File: src/rtl/cruise_pkg.sv
// Shared encodings for the cruise-control sequencer and the ALU it drives.
package cruise_pkg;

    localparam int SPEED_W = 8;

    localparam logic [1:0] MODE_HOLD = 2'd0;
    localparam logic [1:0] MODE_INC  = 2'd1;
    localparam logic [1:0] MODE_DEC  = 2'd2;
    localparam logic [1:0] MODE_LOAD = 2'd3;

    localparam logic [1:0] ST_OFF      = 2'd0;
    localparam logic [1:0] ST_MANUAL   = 2'd1;
    localparam logic [1:0] ST_CRUISE   = 2'd2;
    localparam logic [1:0] ST_OVERRIDE = 2'd3;

endpackage

File: src/rtl/cruise_speed_ctrl_tick_gen.sv
// Speed-update tick divider: one-cycle tick every TICK_DIV cycles while not cleared.
module tick_gen #(
    parameter int TICK_DIV = 4
) (
    input  logic clk,
    input  logic rst_n,
    input  logic clr,
    output logic tick
);

    localparam int CNT_W = (TICK_DIV > 1) ? $clog2(TICK_DIV) : 1;
    localparam logic [CNT_W-1:0] LAST = CNT_W'(TICK_DIV - 1);

    logic [CNT_W-1:0] count_reg;

    always_ff @(posedge clk or negedge rst_n) begin
        if (!rst_n) begin
            count_reg <= '0;
        end else if (clr || count_reg == LAST) begin
            count_reg <= '0;
        end else begin
            count_reg <= count_reg + 1'b1;
        end
    end

    // Gated so a cleared counter never produces a stray tick when TICK_DIV is 1.
    assign tick = !clr && (count_reg == LAST);

endmodule

File: src/rtl/cruise_speed_ctrl.sv
// Cruise-control sequencer: owns the speed registers and is the sole master of the speed ALU.
import cruise_pkg::*;

module cruise_speed_ctrl #(
    parameter int TICK_DIV   = 4,
    parameter int MAX_SPEED  = 200,
    parameter int MIN_CRUISE = 40
) (
    input  logic               clk,
    input  logic               rst_n,
    input  logic               engine_on,
    input  logic               accel,
    input  logic               brake,
    input  logic               cruise_set,
    input  logic [SPEED_W-1:0] alu_result,
    input  logic               alu_g,
    input  logic               alu_eq,
    input  logic               alu_l,
    output logic [SPEED_W-1:0] default_speed,
    output logic [SPEED_W-1:0] current_speed,
    output logic [1:0]         mode,
    output logic               cruise_active,
    output logic [1:0]         state_o
);

    localparam logic [SPEED_W-1:0] MAX_SPEED_V  = SPEED_W'(MAX_SPEED);
    localparam logic [SPEED_W-1:0] MIN_CRUISE_V = SPEED_W'(MIN_CRUISE);

    logic [1:0]         state_reg, state_next;
    logic [SPEED_W-1:0] default_speed_reg, default_speed_next;
    logic [SPEED_W-1:0] current_speed_reg, current_speed_next;
    logic               cruise_active_reg, cruise_active_next;
    logic               tick;
    logic               tick_clr;

    // Holding the counter clear on engine-off keeps it at zero from the first OFF cycle.
    assign tick_clr = (state_reg == ST_OFF) || !engine_on;

    tick_gen #(
        .TICK_DIV (TICK_DIV)
    ) u_tick_gen (
        .clk   (clk),
        .rst_n (rst_n),
        .clr   (tick_clr),
        .tick  (tick)
    );

    // Mode depends on flags only, never on alu_result, to avoid a combinational loop.
    always_comb begin
        mode = MODE_HOLD;
        case (state_reg)
            ST_MANUAL:   mode = brake ? MODE_DEC : (accel ? MODE_INC : MODE_HOLD);
            ST_CRUISE:   mode = alu_g ? MODE_DEC : (alu_l ? MODE_INC : MODE_HOLD);
            ST_OVERRIDE: mode = MODE_INC;
            default:     mode = MODE_HOLD;
        endcase
    end

    always_comb begin
        state_next         = state_reg;
        default_speed_next = default_speed_reg;
        current_speed_next = current_speed_reg;
        if (tick) begin
            current_speed_next = (alu_result > MAX_SPEED_V) ? MAX_SPEED_V : alu_result;
        end
        if (!engine_on) begin
            state_next         = ST_OFF;
            default_speed_next = '0;
            current_speed_next = '0;
        end else begin
            case (state_reg)
                ST_OFF: state_next = ST_MANUAL;
                ST_MANUAL: begin
                    if (cruise_set && !brake && current_speed_reg >= MIN_CRUISE_V) begin
                        state_next         = ST_CRUISE;
                        default_speed_next = current_speed_reg;
                    end
                end
                ST_CRUISE: begin
                    if (brake) begin
                        state_next = ST_MANUAL;
                    end else if (cruise_set) begin
                        default_speed_next = current_speed_reg;
                    end else if (accel) begin
                        state_next = ST_OVERRIDE;
                    end
                end
                default: begin
                    // A set while overriding re-targets to the overridden speed.
                    if (brake) begin
                        state_next = ST_MANUAL;
                    end else if (cruise_set) begin
                        state_next         = ST_CRUISE;
                        default_speed_next = current_speed_reg;
                    end else if (!accel) begin
                        state_next = ST_CRUISE;
                    end
                end
            endcase
        end
        cruise_active_next = (state_next == ST_CRUISE) || (state_next == ST_OVERRIDE);
    end

    always_ff @(posedge clk or negedge rst_n) begin
        if (!rst_n) begin
            state_reg         <= ST_OFF;
            default_speed_reg <= '0;
            current_speed_reg <= '0;
            cruise_active_reg <= 1'b0;
        end else begin
            state_reg         <= state_next;
            default_speed_reg <= default_speed_next;
            current_speed_reg <= current_speed_next;
            cruise_active_reg <= cruise_active_next;
        end
    end

    assign default_speed = default_speed_reg;
    assign current_speed = current_speed_reg;
    assign cruise_active = cruise_active_reg;
    assign state_o       = state_reg;

endmodule

File: config.mk
export PLATFORM = sky130hd
export DESIGN_NAME = cruise_speed_ctrl
export DESIGN_NICKNAME = d
export VERILOG_FILES = /design/src/rtl/cruise_pkg.sv /design/src/rtl/cruise_speed_ctrl_tick_gen.sv /design/src/rtl/cruise_speed_ctrl.sv
export SDC_FILE = /design/constraint.sdc
export NUM_CORES = 1
export LEC_CHECK = 0
export ABC_CLOCK_PERIOD_IN_PS = 1800
export BUFFER_PORTS_ARGS = -buffer_cell sky130_fd_sc_hd__buf_2
export CAP_MARGIN = 30
export CORE_UTILIZATION = 40
export CTS_BUF_LIST = sky130_fd_sc_hd__clkbuf_4
export CTS_CLUSTER_SIZE = 24
export DETAILED_ROUTE_END_ITERATION = 8
export PLACE_DENSITY = 0.67
export SETUP_SLACK_MARGIN = 0.15
export SYNTH_ARGS = -nofsm -noshare
export SYNTH_HDL_FRONTEND = slang
export SYNTH_SLANG_ARGS = --single-unit
File: constraint.sdc
create_clock -name clk -period 1.8 [get_ports clk]
set_input_delay 0.27 -clock clk [delete_from_list [all_inputs] [get_ports clk]]
set_output_delay 0.27 -clock clk [all_outputs]
set_load 0.01 [all_outputs]
Word-level counts from Yosys, hierarchy flattened
Cells that the tools add are included.
{"block": "op_classes", "n_addsub": 1, "n_lt_le_gt_ge": 2, "n_eq_ne": 11, "n_mux": 23, "n_reduce_logical": 11}
{"op": "2-to-1 mux 8 bit", "n": 7}
{"op": "2-to-1 mux 2 bit", "n": 11}
{"op": "one-hot mux 8 bit (2 select lines)", "n": 1}
{"op": "one-hot mux 2 bit (3 select lines)", "n": 2}
{"op": "== test 2 bit (second input constant)", "n": 5}
{"op": "greater-or-equal comparator 8 x 6 -> 1 bit (second input constant)", "n": 1}
{"op": "greater-than comparator 8 bit (second input constant)", "n": 1}
{"op": "AND reduction 4 bit", "n": 1}
{"op": "logical AND 1 bit", "n": 3}
{"op": "logical NOT 1 bit", "n": 3}
{"op": "logical OR 1 bit", "n": 3}
{"op": "inequality test 3 x 1 -> 1 bit (second input constant)", "n": 1}
{"op": "inequality test 3 x 2 -> 1 bit (second input constant)", "n": 1}
{"op": "inequality test 3 bit (second input constant)", "n": 1}
{"op": "adder 2 x 1 -> 2 bit (second input constant)", "n": 1}
{"op": "== test 2 x 1 -> 1 bit (second input constant)", "n": 1}
{"op": "logical NOT 2 bit", "n": 1}
{"op": "2-to-1 mux 1 bit", "n": 2}
{"op": "inequality test 2 x 1 -> 1 bit (second input constant)", "n": 1}
{"op": "inequality test 2 bit (second input constant)", "n": 1}
{"block": "totals", "regBits": 21, "in_bits": 17, "out_inout_bits": 21, "elab_cells": 53}

Logic depth before layout (Yosys ltp)
Gate-level depths: netlist of run 1.
{"block": "logic_depth", "word_depth": 8, "ltp_mapped": 6, "ltp_nobuf": 5}

Hierarchy
A second synthesis of run 1 with hierarchy kept.
{"block": "hier_totals", "cells_unflattened": 100, "area_unflattened_um2": 1042.2}
{"mod": "cruise_speed_ctrl", "n_inst": 1, "cells_each": 94, "area_per_inst_um2": 948.4, "seq_area_each_um2": 475.5}
{"mod": "tick_gen", "n_inst": 1, "cells_each": 6, "area_per_inst_um2": 93.8, "seq_area_each_um2": 50.0}

Least setup slack after synthesis of run 1
No wires, ideal clock.
{"block": "synth_path", "path_type": "register to register", "start": "reg state_reg[1] (netlist: state_o[1])", "end": "reg default_speed_reg[1] (netlist: default_speed[1])", "setup_ns": 0.125, "arrival_time_ns": 1.430, "required_time_ns": 1.675, "path_slack_ns": 0.245, "stages_incl_launch_ff": 6, "path_buffers": 1, "period_less_slack_ns": 1.555, "path_cell_list": "dfrtp_1 > and2b_2 > a21boi_4 > and2_4 > buf_6 > mux2_4"}
{"block": "synth_between", "elab_chain_len": 3, "elab_cells_between_ends": 9, "classes_between": "5 x eq/ne; 2 x mux; 2 x reduce/logical"}
{"element": "start, declared", "line_no": "cruise_speed_ctrl.sv:29", "text": "logic [1:0] state_reg, state_next;"}
{"element": "start signal, assigned", "line_no": "cruise_speed_ctrl.sv:111", "text": "state_reg <= state_next;"}
{"element": "== test 2 x 1 -> 1 bit or logical NOT 2 bit (tied branches)", "line_no": "cruise_speed_ctrl.sv:71", "text": "case (state_reg)"}
{"element": "inequality test 3 bit (no line), or another cell as far along"}
{"element": "AND reduction 4 bit (no line) or 2-to-1 mux 8 bit (tied branches)"}
{"element": "end signal, assigned", "line_no": "cruise_speed_ctrl.sv:112", "text": "default_speed_reg <= default_speed_next;"}
{"element": "end, declared", "line_no": "cruise_speed_ctrl.sv:30", "text": "logic [SPEED_W-1:0] default_speed_reg, default_speed_next;"}
Several ways; a longest one is shown, not always the timed one.
A chain may end at the register's enable or synchronous reset.

Final worst setup path of run 1
{"block": "layout_path", "start": "reg state_reg[1] (netlist: state_o[1])", "end": "reg default_speed_reg[4] (netlist: default_speed[4])"}
The elaborated chain is that of the path after synthesis.

==> out/qor.txt, run 1 <==
number of max-cap violations: 0
peak supply drop: 0.000414 V
register bit count reported by yosys: 21
Reg area: 526 µm²
HP Start: alu_result[0]
Layout Cells excl Fill: 163
Fillers: 203
slew at the pin with the worst max-slew slack: 470 ps
critical path's slowest cell: dfrtp_1
Leak: 0.720 nW
grt ovf: 0
WP data arrival: 1740 ps
CTS resizes: 0
clock root cell: clkbuf_4
clock sinks: 21
NumNets Final: 154
final hold vios: 0
Final setup violation count: 0
worst-case reg-to-reg path depth: 4
die area: 0.00268 mm²
max-slew violation count: 0
Buffers & Inverters on Critical Path: 0
reg2reg start: state_o[1]
Port Buffer Count: 36
Hold Crit Depth: 2
commonest cells after routing, fill and taps aside: buf_2, dfrtp_1, nand2_1
DRC: 0
mean post-synth cell area: 10.4 µm²
CP Max Fanout: 8
initial DRC count: 9
Cell Chain, Critical Path: and2b_2 > a21boi_4 > and2_4 > mux2_4
Die Ht: 51.8 µm
vias per inst: 4.85
placed insts: 158
CP Class: reg2reg
Worst-path clk slew: 110 ps
Cell Area, Placed: 0.00120 mm²
syn_nets: 113
area growth from synthesis to layout: 25.2%
Inserted Diodes: 0
area taken by multi-input logic gates: 432 µm²
Tcrit/Tclk final: 86.3%
clock buffer depth: 2
HP Class: in2reg
CP Depth: 4
Die X: 51.8 µm
number of H-tree levels: 1
Worst-Skew Late Latency: 290 ps
TNS Setup: 0 ps
unrepaired setup endpoints after global routing: false
FP Rows: 17
Tmin final: 1550 ps
initial antenna violation count: 0
max_slew headroom: 68.6%
Tot GR Track Use: 16.4%
top-level port count: 38
sequential-to-total area share from yosys stat: 53.0%
Synth Instances: 95
clk_skew: 3.85 ps
worst r2r dst: default_speed[4]
post-route cell area: 0.00124 mm²
status: finished clean
Cell variety after synth: 28
share of cells above drive strength 1: 40.7%
largest net degree at the start of global routing: 22
Post-CTS Setup Repair Bufs: 0
worst hold endpoint: current_speed[0]
core footprint: 0.00228 mm²
Post-Syn Area: 992 µm²
cts bufs inserted: 3
commonest non-fill, non-tap cell in the layout: buf_2
Post-DP HPWL: 1540 µm
Req. time, crit path: 1990 ps
CTS tree: built
first-pass iteration count of the detailed router: 4
Critical Path Max Stage Delay: 460 ps
Vias: 791
Final Wtd Congestion: 0.767
endpoint type of the worst setup path: flop
Initial Util: 43.6%
global-route wire length before repair: 3250 µm
Largest delay share family, worst path: simple AND/OR/NAND/NOR gates
synthesis warning total: 0
post-route ant nets: 0
routed len/inst: 12.1 µm
Reg2Reg Setup Slack: 250 ps
Fmax: 643 MHz
vias in the first global route: 741
Startpoint Class: flop
drt total wl: 1970 µm
pwr dens: 629 mW/mm²
==> timing repair <==
action	in CTS	in global routing
hold buffers	1	0
setup endpoints to repair	0	0
endpoints found under the hold margin	21	0
==> power breakdown <==
group / switching [W] / leakage [nW] / internal, W
Combinational: 0.0000398 / 0.411 / 0.0000304
Sequential: 0.00000342 / 0.290 / 0.000476
Clock: 0.000131 / 0.0184 / 0.000101
Total: 0.000174 / 0.720 / 0.000607
==> how the worst max path moves through the flow <==
stage	slack (ps)	end	from
CTS	240	default_speed[4]	state_o[1]
finish	250	default_speed[4]	state_o[1]
global placement	270	default_speed[2]	state_o[1]
floorplan	250	default_speed[1]	state_o[1]
global route	150	default_speed[4]	state_o[1]
detailed placement	250	default_speed[4]	state_o[1]
==> metrics by stage <==
| stage | util (%) | setup slack [ps] | hold slack (ps) | power (W) |
|---|---|---|---|---|
| finish | 54.6 | 246 | 179 | 0.000781 |
| global route | 54.6 | 155 | 183 | 0.000816 |
| CTS | 54.6 | 239 | 174 | 0.000793 |
| detailed placement | 52.8 | 254 | 251 | 0.000557 |
| global placement | 52.8 | 273 | 242 | 0.000555 |
| floorplan | - | 245 | -25.6 | 0.000519 |
==> routing by layer <==
metal	part of all wire [%]	up-vias	track usage (%)
li1	-	412	-
met1	50	365	23.3
met2	47	14	26.0
met3	2.8	0	2.63
met4	0	0	4.05
met5	0	-	0
==> synth_stat cells (all sizes together) <==
cell type / n / share of area, %
mux2: 5 / 7.6
dfrtp: 21 / 53
inv: 4 / 1.5
nor3: 2 / 1.0
o21a: 2 / 1.5
clkbuf: 1 / 0.38
o2bb2ai: 1 / 0.88
nand3: 4 / 2.0
o22ai: 1 / 0.63
nor3b: 1 / 0.76
and2: 6 / 4.0
and3: 2 / 1.5
o21ai: 5 / 2.5
nor2: 9 / 3.4
buf: 2 / 1.6
a31oi: 1 / 0.63
or2: 1 / 0.63
a22o: 2 / 1.8
a211o: 1 / 0.88
a21o: 1 / 0.88
a21boi: 1 / 1.9
a21oi: 2 / 1.0
ha: 1 / 1.3
a31o: 2 / 1.8
nand2: 16 / 6.1
and2b: 1 / 0.88
==> final cells by class <==
type	instances	share of cell area (%)
Inverter	4	1.21
Timing Repair Buffer	39	16.5
Sequential cell	21	42.3
Tap cell	28	2.82
Multi-Input combinational cell	67	34.7
Clock buffer	4	2.42
==> cell families (layout without fill, tap and decap cells) <==
group / count (synthesis) / in the layout / synth area share [%]
muxes: 5 / 5 / 7.57
AOI/OAI and AO/OA: 19 / 19 / 14.4
buffers and inverters: 7 / 47 / 3.53
adders and majority gates: 1 / 1 / 1.26
and+or+nand+nor: 42 / 42 / 20.3
DFF: 21 / 21 / 53.0
No activity file was read; power rests on OpenSTA's default activity.
==> run 2: changes to the inputs <==
--- a/config.mk
+++ b/config.mk
@@ -8,11 +8,11 @@
 export ABC_CLOCK_PERIOD_IN_PS = 1800
 export BUFFER_PORTS_ARGS = -buffer_cell sky130_fd_sc_hd__buf_2
 export CAP_MARGIN = 30
-export CORE_UTILIZATION = 40
+export CORE_UTILIZATION = 49
 export CTS_BUF_LIST = sky130_fd_sc_hd__clkbuf_4
 export CTS_CLUSTER_SIZE = 24
 export DETAILED_ROUTE_END_ITERATION = 8
-export PLACE_DENSITY = 0.67
+export PLACE_DENSITY = 0.8
 export SETUP_SLACK_MARGIN = 0.15
 export SYNTH_ARGS = -nofsm -noshare
 export SYNTH_HDL_FRONTEND = slang
==> run 2 against run 1 <==
Against the previous run: hold slack got worse by 23 ps; clock-buffer cell count decreased by 1; register-to-register slack about the same; critical path type unchanged; critical endpoint is now default_speed[3]; largest power group unchanged.
==> out/qor.txt, run 2 (synthesis results as in run 1) <==
Reg area: 526 µm² (unchanged)
Leak: 0.715 nW (was 0.720 nW)
CTS tree: built (unchanged)
grt ovf: 0 (unchanged)
unrepaired setup endpoints after global routing: false (unchanged)
placed insts: 154 (was 158)
Flop pwr share: 61.4% (was 61.3%)
max_slew headroom: 70.1% (was 68.6%)
initial antenna violation count: 0 (unchanged)
Port Buffer Count: 36 (unchanged)
peak supply drop: 0.000437 V (was 0.000414 V)
Layout Cells excl Fill: 159 (was 163)
clk_skew: 12.3 ps (was 3.85 ps)
Die X: 47 µm (was 51.8 µm)
commonest cells after routing, fill and taps aside: buf_2, dfrtp_1, nand2_1 (unchanged)
HP Class: in2reg (unchanged)
combinational group share of total power: 8.9% (was 9.0%)
clock buffer depth: 2 (unchanged)
internal power component: 0.000589 W (was 0.000607 W)
DP Worst Slack: 260 ps (was 254 ps)
commonest non-fill, non-tap cell in the layout: buf_2 (unchanged)
CP Max Fanout: 8 (unchanged)
die area: 0.00221 mm² (was 0.00268 mm²)
Req. time, crit path: 2000 ps (was 1990 ps)
Tot GR Track Use: 21.7% (was 16.4%)
Final Wtd Congestion: 0.692 (was 0.767)
NumNets Final: 153 (was 154)
top-level port count: 38 (unchanged)
area growth from synthesis to layout: 23.8% (was 25.2%)
initial DRC count: 8 (was 9)
slew at the pin with the worst max-slew slack: 448 ps (was 470 ps)
drt total wl: 2050 µm (was 1970 µm)
WP data arrival: 1760 ps (was 1740 ps)
Post-CTS Setup Repair Bufs: 0 (unchanged)
FP Rows: 15 (was 17)
critical path's slowest cell: dfrtp_1 (unchanged)
Setup WS post-layout: 241 ps (was 246 ps)
Fillers: 158 (was 203)
Largest delay share family, worst path: simple AND/OR/NAND/NOR gates (unchanged)
Fmax: 641 MHz (was 643 MHz)
TNS Setup: 0 ps (unchanged)
Post-DP HPWL: 1630 µm (was 1540 µm)
Clk pwr share: 29.7% (about the same)
final hold vios: 0 (unchanged)
Inserted Diodes: 0 (unchanged)
Initial Util: 54.5% (was 43.6%)
status: finished clean (unchanged)
cts bufs inserted: 3 (unchanged)
core footprint: 0.00182 mm² (was 0.00228 mm²)
sw frac: 24.5% (was 22.3%)
Cell Chain, Critical Path: and2b_2 > a21boi_4 > and2_4 > mux2_4 (unchanged)
vias in the first global route: 722 (was 741)
clock sinks: 21 (unchanged)
CP Class: reg2reg (unchanged)
first-pass iteration count of the detailed router: 4 (unchanged)
Worst-Skew Late Latency: 310 ps (was 290 ps)
number of H-tree levels: 1 (unchanged)
Startpoint Class: flop (unchanged)
Worst-path clk slew: 120 ps (was 110 ps)
Tmin final: 1560 ps (was 1550 ps)
Vias: 799 (was 791)
Buffers & Inverters on Critical Path: 0 (unchanged)
post-route ant nets: 0 (unchanged)
DRC: 0 (unchanged)
largest net degree at the start of global routing: 22 (unchanged)
Final setup violation count: 0 (unchanged)
global-route wire length before repair: 3230 µm (was 3250 µm)
Psw: 0.000192 W (was 0.000174 W)
Tcrit/Tclk final: 86.6% (was 86.3%)
number of max-cap violations: 0 (unchanged)
Die Ht: 47 µm (was 51.8 µm)
vias per inst: 5.03 (was 4.85)
Critical Path Max Stage Delay: 470 ps (was 460 ps)
share of cells above drive strength 1: 40.3% (was 40.7%)
area taken by multi-input logic gates: 432 µm² (unchanged)
endpoint type of the worst setup path: flop (unchanged)
clock root cell: clkbuf_4 (unchanged)
routed len/inst: 12.9 µm (was 12.1 µm)
pwr dens: 636 mW/mm² (was 629 mW/mm²)
max-slew violation count: 0 (unchanged)
==> run 2: cell types whose count changed in the layout (fill, tap and decap cells not counted) <==
cell      delta
o21ai_1      +1
clkinv_2     +1
buf_4        -1
o21ai_0      -1
clkbuf_4     -1
==> run 2: final timing paths <==
| kind | slack [ps] | cells after the start | end | start |
|---|---|---|---|---|
| max | 240 | 4 | default_speed[3] | state_o[1] |
| max reg2reg | 240 | 4 | default_speed[3] | state_o[1] |
| min in group asynchronous | 410 | 2 | default_speed[5] | rst_n |
| min reg2reg | 470 | 1 | u_tick_gen.count_reg[0] | u_tick_gen.count_reg[0] |
| min | 160 | 2 | current_speed[0] | alu_result[0] |
| max in group asynchronous | 1070 | 2 | u_tick_gen.count_reg[1] | rst_n |
==> run 2: area by class of cell <==
type / count / share of cell area, %
tap: 25 / 2.55
clock buffer: 3 / 1.83
sequential: 21 / 42.8
inverter: 4 / 1.22
multi-input combinational: 67 / 35.1
timing repair buffer: 38 / 16.1
clock inverter: 1 / 0.407
==> run 2: routing by layer <==
metal | global-route usage [%] | vias to the layer above | wire [µm]
li1 | - | 404 | -
met1 | 26.2 | 371 | 900
met2 | 36.7 | 19 | 1050
met3 | 4.62 | 5 | 56
met4 | 10.3 | 0 | 38
met5 | 0 | - | 0
==> run 2: through the flow <==
| step | hold WS, ps | utilization (%) | instance area, µm² | power, W |
|---|---|---|---|---|
| after floorplan | -25.6 | - | 992 | 0.000519 |
| after global placement | 239 | 65.4 | 1190 | 0.000554 |
| after detailed placement | 245 | 65.4 | 1190 | 0.000557 |
| after CTS | 162 | 67.5 | 1230 | 0.000781 |
| after global routing | 163 | 67.5 | 1230 | 0.000808 |
| final | 157 | 67.5 | 1230 | 0.000781 |
==> run 2: power by group through the flow <==
| stage | combinational [W] | clock [W] | sequential (W) |
|---|---|---|---|
| floorplan | 0.0000302 | 0 | 0.000489 |
| global placement | 0.0000659 | 0 | 0.000488 |
| detailed placement | 0.0000687 | 0 | 0.000488 |
| CTS | 0.0000705 | 0.000231 | 0.000479 |
| global route | 0.0000778 | 0.000250 | 0.000480 |
| finish | 0.0000695 | 0.000232 | 0.000479 |
==> run 2: timing repair <==
item / CTS / global route
setup endpoints to repair: 0 / 3
hold endpoints to repair: 21 / 0
hold buffers: 1 / 0
gates resized for setup: 0 / 1
==> run 3: changes to the inputs <==
--- a/config.mk
+++ b/config.mk
@@ -5,9 +5,10 @@
 export SDC_FILE = /design/constraint.sdc
 export NUM_CORES = 1
 export LEC_CHECK = 0
-export ABC_CLOCK_PERIOD_IN_PS = 1800
+export ABC_CLOCK_PERIOD_IN_PS = 1700
 export BUFFER_PORTS_ARGS = -buffer_cell sky130_fd_sc_hd__buf_2
 export CAP_MARGIN = 30
+export CORE_MARGIN = 2
 export CORE_UTILIZATION = 49
 export CTS_BUF_LIST = sky130_fd_sc_hd__clkbuf_4
 export CTS_CLUSTER_SIZE = 24
==> constraint.sdc (replaced) <==
create_clock -name clk -period 1.7 [get_ports clk]
set_input_delay 0.255 -clock clk [delete_from_list [all_inputs] [get_ports clk]]
set_output_delay 0.255 -clock clk [all_outputs]
set_load 0.01 [all_outputs]
==> run 3 against run 2 <==
Against the previous run: clock-buffer cell count unchanged; combinational power grew 6.5%; via count increased by 2.1%; global-route usage decreased by 3.0 points; power increased by 4.9%; setup slack got worse by 56 ps.
==> out/qor.txt, run 3 (synthesis results as in run 1) <==
vias in the first global route: 804 (was 722)
Cell Chain, Critical Path: and2b_2 > a21boi_4 > and2_4 > mux2_4 (unchanged)
TNS Setup: 0 ps (unchanged)
endpoint type of the worst setup path: flop (unchanged)
HP Start: alu_result[0] (unchanged)
number of H-tree levels: 1 (unchanged)
Tmin final: 1520 ps (was 1560 ps)
placed insts: 157 (was 154)
Req. time, crit path: 1900 ps (was 2000 ps)
Critical Path Max Stage Delay: 460 ps (was 470 ps)
number of max-cap violations: 0 (unchanged)
Worst-Skew Late Latency: 300 ps (was 310 ps)
Hold Crit Depth: 2 (unchanged)
FP Rows: 16 (was 15)
cts bufs inserted: 3 (unchanged)
Tot GR Track Use: 18.7% (was 21.7%)
max_slew headroom: 69.8% (was 70.1%)
final hold vios: 0 (unchanged)
WP data arrival: 1720 ps (was 1760 ps)
Reg2Reg Setup Slack: 180 ps (was 240 ps)
Flop pwr share: 61.9% (was 61.4%)
clk_skew: 9.33 ps (was 12.3 ps)
first-pass iteration count of the detailed router: 4 (unchanged)
share of cells above drive strength 1: 42.3% (was 40.3%)
worst r2r dst: default_speed[2] (was default_speed[3])
area growth from synthesis to layout: 26.5% (was 23.8%)
worst hold endpoint: current_speed[0] (unchanged)
clock buffer depth: 2 (unchanged)
post-route ant nets: 0 (unchanged)
grt ovf: 0 (unchanged)
vias per inst: 4.98 (was 5.03)
die area: 0.00240 mm² (was 0.00221 mm²)
Startpoint Class: flop (unchanged)
clock root cell: clkbuf_4 (unchanged)
pwr dens: 653 mW/mm² (was 636 mW/mm²)
initial DRC count: 16 (was 8)
worst-case reg-to-reg path depth: 4 (unchanged)
peak supply drop: 0.000606 V (was 0.000437 V)
top-level port count: 38 (unchanged)
Initial Util: 51.1% (was 54.5%)
drt total wl: 2060 µm (was 2050 µm)
Fmax: 660 MHz (was 641 MHz)
CTS tree: built (unchanged)
commonest non-fill, non-tap cell in the layout: buf_2 (unchanged)
largest net degree at the start of global routing: 22 (unchanged)
max-slew violation count: 0 (unchanged)
Buffers & Inverters on Critical Path: 0 (unchanged)
CP Class: reg2reg (unchanged)
Die X: 49 µm (was 47 µm)
Psw: 0.000196 W (was 0.000192 W)
DRC: 0 (unchanged)
Leak: 0.729 nW (was 0.715 nW)
Worst-path clk slew: 120 ps (about the same)
Vias: 816 (was 799)
Final Wtd Congestion: 0.745 (was 0.692)
CTS resizes: 0 (unchanged)
Largest delay share family, worst path: simple AND/OR/NAND/NOR gates (unchanged)
Post-DP HPWL: 1620 µm (was 1630 µm)
Final setup violation count: 0 (unchanged)
CP Max Fanout: 7 (was 8)
unrepaired setup endpoints after global routing: true (was false)
HP Class: in2reg (unchanged)
NumNets Final: 156 (was 153)
CP Depth: 4 (unchanged)
global-route wire length before repair: 3480 µm (was 3230 µm)
internal power component: 0.000624 W (was 0.000589 W)
clock sinks: 21 (unchanged)
routed len/inst: 12.6 µm (was 12.9 µm)
Inserted Diodes: 0 (unchanged)
Tcrit/Tclk final: 89.1% (was 86.6%)
initial antenna violation count: 0 (unchanged)
reg2reg start: state_o[1] (unchanged)
slew at the pin with the worst max-slew slack: 453 ps (was 448 ps)
core footprint: 0.00194 mm² (was 0.00182 mm²)
Fillers: 164 (was 158)
sw frac: 23.9% (was 24.5%)
status: finished clean (unchanged)
critical path's slowest cell: dfrtp_2 (was dfrtp_1)
Clk pwr share: 29.1% (was 29.7%)
combinational group share of total power: 9.0% (was 8.9%)
Die Ht: 49 µm (was 47 µm)
Port Buffer Count: 36 (unchanged)
commonest cells after routing, fill and taps aside: buf_2, dfrtp_1, nand2_1 (unchanged)
Layout Cells excl Fill: 164 (was 159)
-- run 3: changes by cell type in the layout (fill, tap and decap cells not counted) --
cell     delta
buf_4       +3
dfrtp_1     -1
dfrtp_2     +1
o21ai_0     +1
o21ai_1     -1
-- run 3: worst max path at each step --
stage | startpoint | to | slack, ps
after floorplan | state_o[1] | default_speed[1] | 170
after global placement | state_o[1] | default_speed[1] | 200
after detailed placement | state_o[1] | default_speed[2] | 160
after CTS | state_o[1] | default_speed[2] | 150
after global routing | state_o[1] | default_speed[2] | 120
final | state_o[1] | default_speed[2] | 180
-- run 3: metal layers --
layer / global-route usage (%) / up-vias / share of wire, %
met5: 0 / - / 0
met1: 22.5 / 383 / 43
met4: 4.29 / 0 / 1.3
li1: - / 410 / -
met2: 34.9 / 21 / 52
met3: 2.76 / 2 / 3.3
-- run 3: area by class of cell --
cell class / instances / area, µm² / area share, %
clock buffers: 3 / 22.5 / 1.79
multi-input cells: 67 / 432 / 34.4
clock inverters: 1 / 5.00 / 0.399
repair buffers: 41 / 220 / 17.5
inverters: 4 / 15.0 / 1.20
flip-flops and latches: 21 / 527 / 42.0
well taps: 27 / 33.8 / 2.69
-- run 3: worst reg2reg max path, delay by kind of cell, from the launching register on --
kind | cells | cell delay (ps)
flops | 1 | 460
mux | 1 | 310
simple gates | 2 | 480
compound gates | 1 | 180
-- run 3: what timing repair did --
item	CTS	global route
hold endpoints to repair	21	0
buffers inserted	0	2
setup endpoints to repair	0	7
hold buffers	1	0
-- run 3: through the flow --
stage | power (W) | hold slack, ps | instance area (µm²) | util (%) | worst slack, ps
6_report | 0.000820 | 158 | 1250 | 64.6 | 184
5_1_grt | 0.000862 | 153 | 1250 | 64.6 | 124
4_1_cts | 0.000825 | 154 | 1240 | 63.9 | 155
2_1_floorplan | 0.000549 | -40.6 | 993 | - | 168
3_5_place_dp | 0.000590 | 230 | 1200 | 61.9 | 163
3_3_place_gp | 0.000586 | 219 | 1200 | 61.9 | 204
-- run 3: power groups by stage --
| stage | registers, W | clock network (W) | logic, W |
|---|---|---|---|
| after CTS | 0.000507 | 0.000243 | 0.0000751 |
| after global placement | 0.000517 | 0 | 0.0000695 |
| after detailed placement | 0.000517 | 0 | 0.0000731 |
| after floorplan | 0.000517 | 0 | 0.0000320 |
| after global routing | 0.000508 | 0.000270 | 0.0000840 |
| final | 0.000507 | 0.000238 | 0.0000740 |
